===== config.mk =====
export PLATFORM = sky130hd
export DESIGN_NAME = branch_resolve_tracker
export DESIGN_NICKNAME = d
export VERILOG_FILES = /design/src/rtl/branch_resolve_tracker.sv
export SDC_FILE = /design/constraint.sdc
export NUM_CORES = 1
export LEC_CHECK = 0
export CORE_MARGIN = 2
export CORE_UTILIZATION = 55
export CTS_CLUSTER_DIAMETER = 120
export DETAILED_ROUTE_END_ITERATION = 8
export PLACE_DENSITY = 0.89
export SLEW_MARGIN = 0
export SYNTH_ARGS = -nofsm -noshare
export SYNTH_HDL_FRONTEND = slang
export SYNTH_SLANG_ARGS = --single-unit

===== constraint.sdc =====
create_clock -name CLK -period 3.96 [get_ports CLK]
set_input_delay 0.792 -clock CLK [delete_from_list [all_inputs] [get_ports CLK]]
set_output_delay 0.792 -clock CLK [all_outputs]
set_load 0.02 [all_outputs]

===== src/rtl/branch_resolve_tracker.sv =====
// In-order tracker of predicted branches: trains the predictor and redirects on mispredict.
// Outputs registered one cycle after resolve; stall_fetch is raised while all DEPTH entries are in flight.
module branch_resolve_tracker #(
    parameter int DEPTH = 4,
    localparam int PTR_W = $clog2(DEPTH)
) (
    input  logic        CLK,
    input  logic        nRST,
    input  logic        fetch_valid,
    input  logic        fetch_is_branch,
    input  logic [31:0] fetch_pc,
    input  logic        fetch_is_rv32c,
    input  logic        predict_taken,
    input  logic [31:0] target_addr,
    input  logic        resolve_valid,
    input  logic        resolve_taken,
    input  logic [31:0] resolve_target,
    input  logic        flush,
    output logic        stall_fetch,
    output logic        update_predictor,
    output logic [31:0] pc_to_update,
    output logic [31:0] update_addr,
    output logic        branch_result,
    output logic        mispredict,
    output logic [31:0] redirect_pc,
    output logic        resolve_err
);

    typedef struct packed {
        logic [31:0] pc;
        logic        pred_taken;
        logic [31:0] pred_target;
        logic        rv32c;
    } entry_t;

    localparam logic [PTR_W:0] FULL = (PTR_W + 1)'(DEPTH);

    entry_t           fifo [DEPTH];
    logic [PTR_W-1:0] head;
    logic [PTR_W-1:0] tail;
    logic [PTR_W:0]   count;

    entry_t      head_entry;
    entry_t      new_entry;
    logic        push;
    logic        pop;
    logic        mis;
    logic        clear;
    logic [31:0] next_pc;

    assign stall_fetch = (count == FULL);
    assign head_entry  = fifo[head];
    assign new_entry   = '{pc: fetch_pc, pred_taken: predict_taken,
                           pred_target: target_addr, rv32c: fetch_is_rv32c};

    assign push  = fetch_valid & fetch_is_branch & ~stall_fetch;
    assign pop   = resolve_valid & (count != '0);
    assign mis   = pop & ((head_entry.pred_taken != resolve_taken) |
                          (resolve_taken & (head_entry.pred_target != resolve_target)));
    // A mispredict or trap kills every younger entry, including one arriving this cycle.
    assign clear = flush | mis;

    assign next_pc = resolve_taken ? resolve_target
                                   : head_entry.pc + (head_entry.rv32c ? 32'd2 : 32'd4);

    always_ff @(posedge CLK) begin
        if (push) begin
            fifo[tail] <= new_entry;
        end
    end

    always_ff @(posedge CLK or negedge nRST) begin
        if (!nRST) begin
            head  <= '0;
            tail  <= '0;
            count <= '0;
        end else if (clear) begin
            head  <= '0;
            tail  <= '0;
            count <= '0;
        end else begin
            if (push) begin
                tail <= tail + PTR_W'(1);
            end
            if (pop) begin
                head <= head + PTR_W'(1);
            end
            case ({push, pop})
                2'b10:   count <= count + (PTR_W + 1)'(1);
                2'b01:   count <= count - (PTR_W + 1)'(1);
                default: count <= count;
            endcase
        end
    end

    always_ff @(posedge CLK or negedge nRST) begin
        if (!nRST) begin
            update_predictor <= 1'b0;
            mispredict       <= 1'b0;
            pc_to_update     <= '0;
            update_addr      <= '0;
            branch_result    <= 1'b0;
            redirect_pc      <= '0;
            resolve_err      <= 1'b0;
        end else begin
            update_predictor <= pop;
            mispredict       <= mis;
            if (pop) begin
                pc_to_update  <= head_entry.pc;
                update_addr   <= resolve_target;
                branch_result <= resolve_taken;
                redirect_pc   <= next_pc;
            end
            if (resolve_valid && count == '0) begin
                resolve_err <= 1'b1;
            end
        end
    end

endmodule


## After elaboration in Yosys (flattened, before gate mapping)

Memories as Yosys holds them, arrays and structs flattened.
Index checks and enable logic that the tools add are counted.
Widths: inputs -> output; s select.

| operators by class | value |
|---|---|
| order comparisons | 0 |
| div/mod/pow operators | 0 |
| add/sub/neg operators | 5 |
| eq/ne operators | 5 |
| multiplexer cells | 10 |
| reductions and logical operators | 6 |
| bitwise gates (word level) | 8 |
| multiply operators | 0 |
| shifts and indexed selects | 0 |

Operator list:

| cell | count |
|---|---|
| $add 32x3->32 | 1 |
| $mux 32 | 1 |
| $ne 32x32->1 | 1 |
| $mux 2 | 4 |
| $mux 3 | 2 |
| $pmux 3 s2 | 1 |
| $reduce_bool 3->1 | 2 |
| $and 1x1->1 | 5 |
| $add 2x1->2 const B | 2 |
| $reduce_bool 2->1 | 2 |
| $add 3x1->3 const B | 1 |
| $eq 3x3->1 const B | 1 |
| $logic_not 3->1 | 1 |
| $sub 3x1->3 const B | 1 |
| $eq 2x1->1 const B | 1 |
| $eq 2x2->1 const B | 1 |
| $mux 1 | 2 |
| $or 1x1->1 | 2 |
| $logic_and 1x1->1 | 1 |
| $ne 1x1->1 | 1 |
| $not 1->1 | 1 |

| storage, ports and cells | value |
|---|---|
| bits in latches | 0 |
| flip-flop bits (word level) | 107 |
| bits in writable memories | 264 |
| ROM bits | 0 |
| memories | 1 |
| output and inout port bits | 101 |

Memories:

| name | depth | width | read ports | clocked after Yosys merged registers in | wr ports | RTL line | RTL |
|---|---|---|---|---|---|---|---|
| fifo | 4 | 66 | 1 | 0 | 1 | 38 | `entry_t fifo [DEPTH];` |

## Logic depth before layout (Yosys ltp)

An unclocked memory read counts as a cell.

| logic depth | value |
|---|---|
| depth in word-level cells | 7 |
| mapped depth | 16 |

## Worst setup path before layout

Ideal clock, no wire load.

| path | value |
|---|---|
| path type | register to register |
| from | register head[0] |
| to | register redirect_pc[25] |
| setup slack | 552 ps |
| required time | 3877 ps |
| library setup time | 83 ps |
| clock period less this slack | 3408 ps |
| arrival time | 3326 ps |
| cell stages (with the launch flop) | 15 |
| cell sequence | dfrtp_1 > buf_6 > buf_8 > buf_6 > buf_4 > buf_2 > mux4_2 > fa_1 > and2b_1 > nand3_1 > buf_2 > nor4_1 > xor2_1 > nor2_1 > o21ai_0 |

| on the way | value |
|---|---|
| cells in the longest elaborated chain, start to end | 4 |

Ends and longest elaborated chain:

| what | RTL line | RTL |
|---|---|---|
| start: declaration | 39 | `logic [PTR_W-1:0] head;` |
| start signal: assignment | 86 | `head <= head + PTR_W'(1);` |
| $mem_v2 4x66 * | - |  |
| $mux 3 | 64 | `: head_entry.pc + (head_entry.rv32c ? 32'd2 : 32'd4);` |
| $add 32x3->32 * | 64 |  |
| $mux 32 * | 63 | `assign next_pc = resolve_taken ? resolve_target` |
| end signal: assignment | 112 | `redirect_pc <= next_pc;` |
| end: declaration | 25 | `output logic [31:0] redirect_pc,` |

Mark *: on every way between the ends. The rest lies on a longest branch, timed or not.
A chain may end at the register's enable or synchronous reset.

## Final worst setup path

| path | value |
|---|---|
| from | register head[0] |
| to | register redirect_pc[31] |

The elaborated chain is that of the path after synthesis.

==> results_dict.tcl <==
set metrics [dict create \
    seq_area_frac_synth_pct 69.3 \
    fmax_ghz 0.269 \
    cp_data_required_time_ns 4.39 \
    syn-num-nets 1147 \
    ys_dominant_reg_cell "edfxtp_1" \
    clk_latency_ns 0.53 \
    cp_max_fo 16 \
    ys_types 51 \
    slew_viol_final 0 \
    final_core_util_pct 68.6 \
    dr_wl_met3_mm 4.19 \
    hold_viol 0 \
    finalWorstPathRequiredPeriod_ns 3.71 \
    grt_pass1_vias 9960 \
    holdBufCountCts 0 \
    drt-initial-drc-count 1146 \
    numCtsBuffers 37 \
    fin_skew_ns 0.0247 \
    synth_top_area_share_pct 51.8 \
    start_util_pct 55.5 \
    drive_gt1_share_pct 10.4 \
    synth_area_leaders "edfxtp_1, dfrtp_1, mux4_2" \
    clock_sinks 371 \
    synth_common_cells "edfxtp_1, nand2_1, dfrtp_1" \
    regToRegSetupSlack_ns 0.25 \
    ir_drop_mv 0.331 \
    min_path_type "in2async" \
    nets 1360 \
    synth_top_area_cell "edfxtp_1" \
    clock_path_buffers 3 \
    setup_viol 0 \
    finalCritPeriodShare_pct 93.8 \
    io_buffer_count 205 \
    ant_nets 0 \
    dr.max_layer_used "met5" \
    grt_pass1_wl_mm 59.3 \
    wl_per_cell_um 24.0 \
    rsz0062_at_grt "false" \
    setup_ws_ns 0.246 \
    dieArea_um2 29200 \
    cts_setup_buffers 0 \
    place_inst 1586 \
    endpoint_kind "flop" \
    drt-pass1-iter-count 6 \
    slowest_stage "nor4_1" \
    totalWireLength_mm 39.7 \
    antenna_found_initial 3 \
    p_leak_uw 0.00687 \
    fillers 1786 \
    worstPathCellList "mux4_2, fa_1, and2b_1, nand3_1, nor4_1, xor2_1, mux2i_1, o21ai_0" \
    tns_ns 0 \
    tightest_slew_ns 1.06 \
    place_ws_ns 0.449 \
    cpPeakStageDelay_ns 0.64 \
    core_area_um2 27600 \
    relSlewSlack_pct 29.2 \
    wl_met1_mm 14.4 \
    syn2layout_area_growth_pct 23.5 \
    tritoncts "done" \
    arrival_ns 4.15 \
    synth_area_per_cell_um2 14.8 \
    yosysMostFrequentCell "edfxtp_1" \
    vias 9843 \
    synth-edff-count 264 \
    die_w_um 171 \
    gr-total-overflow 0 \
    num_rows 61 \
    place.detailed.hpwl_mm 27.1 \
    critPathKind "reg2reg" \
    maxCapViolCount 0 \
    remaining_drc_errors 0 \
    grt_usage_pct 27.5 \
    wl_met2_mm 19.2 \
    cts-root-buf "clkbuf_16" \
    seq_area_um2 10600 \
    multi_input_area_um2 4360 \
    powerDensity_nw_per_um2 622 \
    critPathLaunchType "flop" \
    gp_congestion 0.851 \
    outcome "finished, final reports clean" \
    die_y_um 171 \
    cts_resized 0 \
    async_reset_ff_share_pct 28.8 \
    synth_warnings 0 \
    clk_pin_slew_ns 0.06 \
    synthCells 1034 \
    syn_area_um2 15300 \
    pin_count 206 \
    via_per_inst 5.95 \
    grt_max_degree 73 \
    synth-seq-cells 371 \
    ctsHtreeMaxLevel 2 \
    final_cells 1653 \
]
[flip-flops by register name, summed over array words and instances, names as in the netlist, 2 cells and up]
name and flops:
fifo 264, pc_to_update 32, redirect_pc 32, update_addr 32, count 3, head 2
tail 2
[critical path: cells and delay by family (launching register included)]
family / cells / cell delay [ns]
AOI/OAI and AO/OA: 1 / 0.15
and+or+nand+nor: 3 / 1.52
xor gates and xnor gates: 1 / 0.18
muxes: 2 / 0.69
DFF: 1 / 0.63
adders and majority gates: 1 / 0.44
[kinds of logic after synthesis]
logic type,share of synthesized area [%]
AOI/OAI and AO/OA,3.88
xor gates and xnor gates,3.03
adders and majority gates,0.752
buffers and inverters,2.24
DFF,69.3
muxes,11.0
and+or+nand+nor,9.77
[path summary, 6_finish.rpt]
check,from,to,cells past startpoint
max in group asynchronous,nRST,pc_to_update[3],2
max,head[0],redirect_pc[31],8
min,nRST,pc_to_update[24],1
min reg2reg,resolve_err,resolve_err,1
min in group CLK,resolve_err,resolve_err,1
max reg2reg,head[0],redirect_pc[31],8
[cell usage in the layout (no fill, tap or decap), types with 3 or more instances in the layout]
cell,n
a2111oi_0,4
a21oi_1,15
a31oi_1,3
and2_1,3
and2_2,4
and4_1,4
buf_12,10
buf_4,10
clkbuf_1,14
clkbuf_16,37
clkdlybuf4s50_1,203
clkinv_1,5
clkinv_2,4
dfrtp_1,105
edfxtp_1,264
ha_1,6
inv_1,16
mux2i_1,39
mux4_1,5
mux4_2,51
nand2_1,236
nand2b_1,4
nand3_1,19
nand4_1,3
nor2_1,29
nor2b_1,6
nor3_1,17
nor4_1,10
o211ai_1,5
o21ai_0,49
o22ai_1,3
o2bb2ai_1,5
xnor2_1,16
xor2_1,37
[per-stage QoR]
stage / area (um^2) / power, uW / hold WS (ns)
3_5_place_dp: 17800 / 8600 / 0.462
5_1_grt: 18900 / 12200 / 0.479
2_1_floorplan: 15300 / 6920 / 0.496
4_1_cts: 18900 / 11800 / 0.477
3_3_place_gp: 17800 / 8450 / 0.445
6_report: 18900 / 11700 / 0.470
[final cells by class]
type | count | area share (%)
diodes | 2 | 0.0265
clock buffers | 52 | 5.25
clock inverters | 13 | 0.384
inverters | 17 | 0.338
multi-input cells | 596 | 23.1
flip-flops and latches | 371 | 56.2
well taps | 378 | 2.50
repair buffers | 224 | 12.2
[where the power goes]
part           total (uW)  leakage [uW]  switching, uW  internal, uW
registers            5180       0.00373            385          4800
clock network        3170      0.000516           1420          1750
logic                3390       0.00262           1960          1430
[per-layer routing]
metal	up-vias	track usage (%)
met2	615	44.2
met4	2	12.0
met5	-	0
li1	4226	-
met1	4891	36.1
met3	109	6.73
No activity file was read; power rests on OpenSTA's default activity.
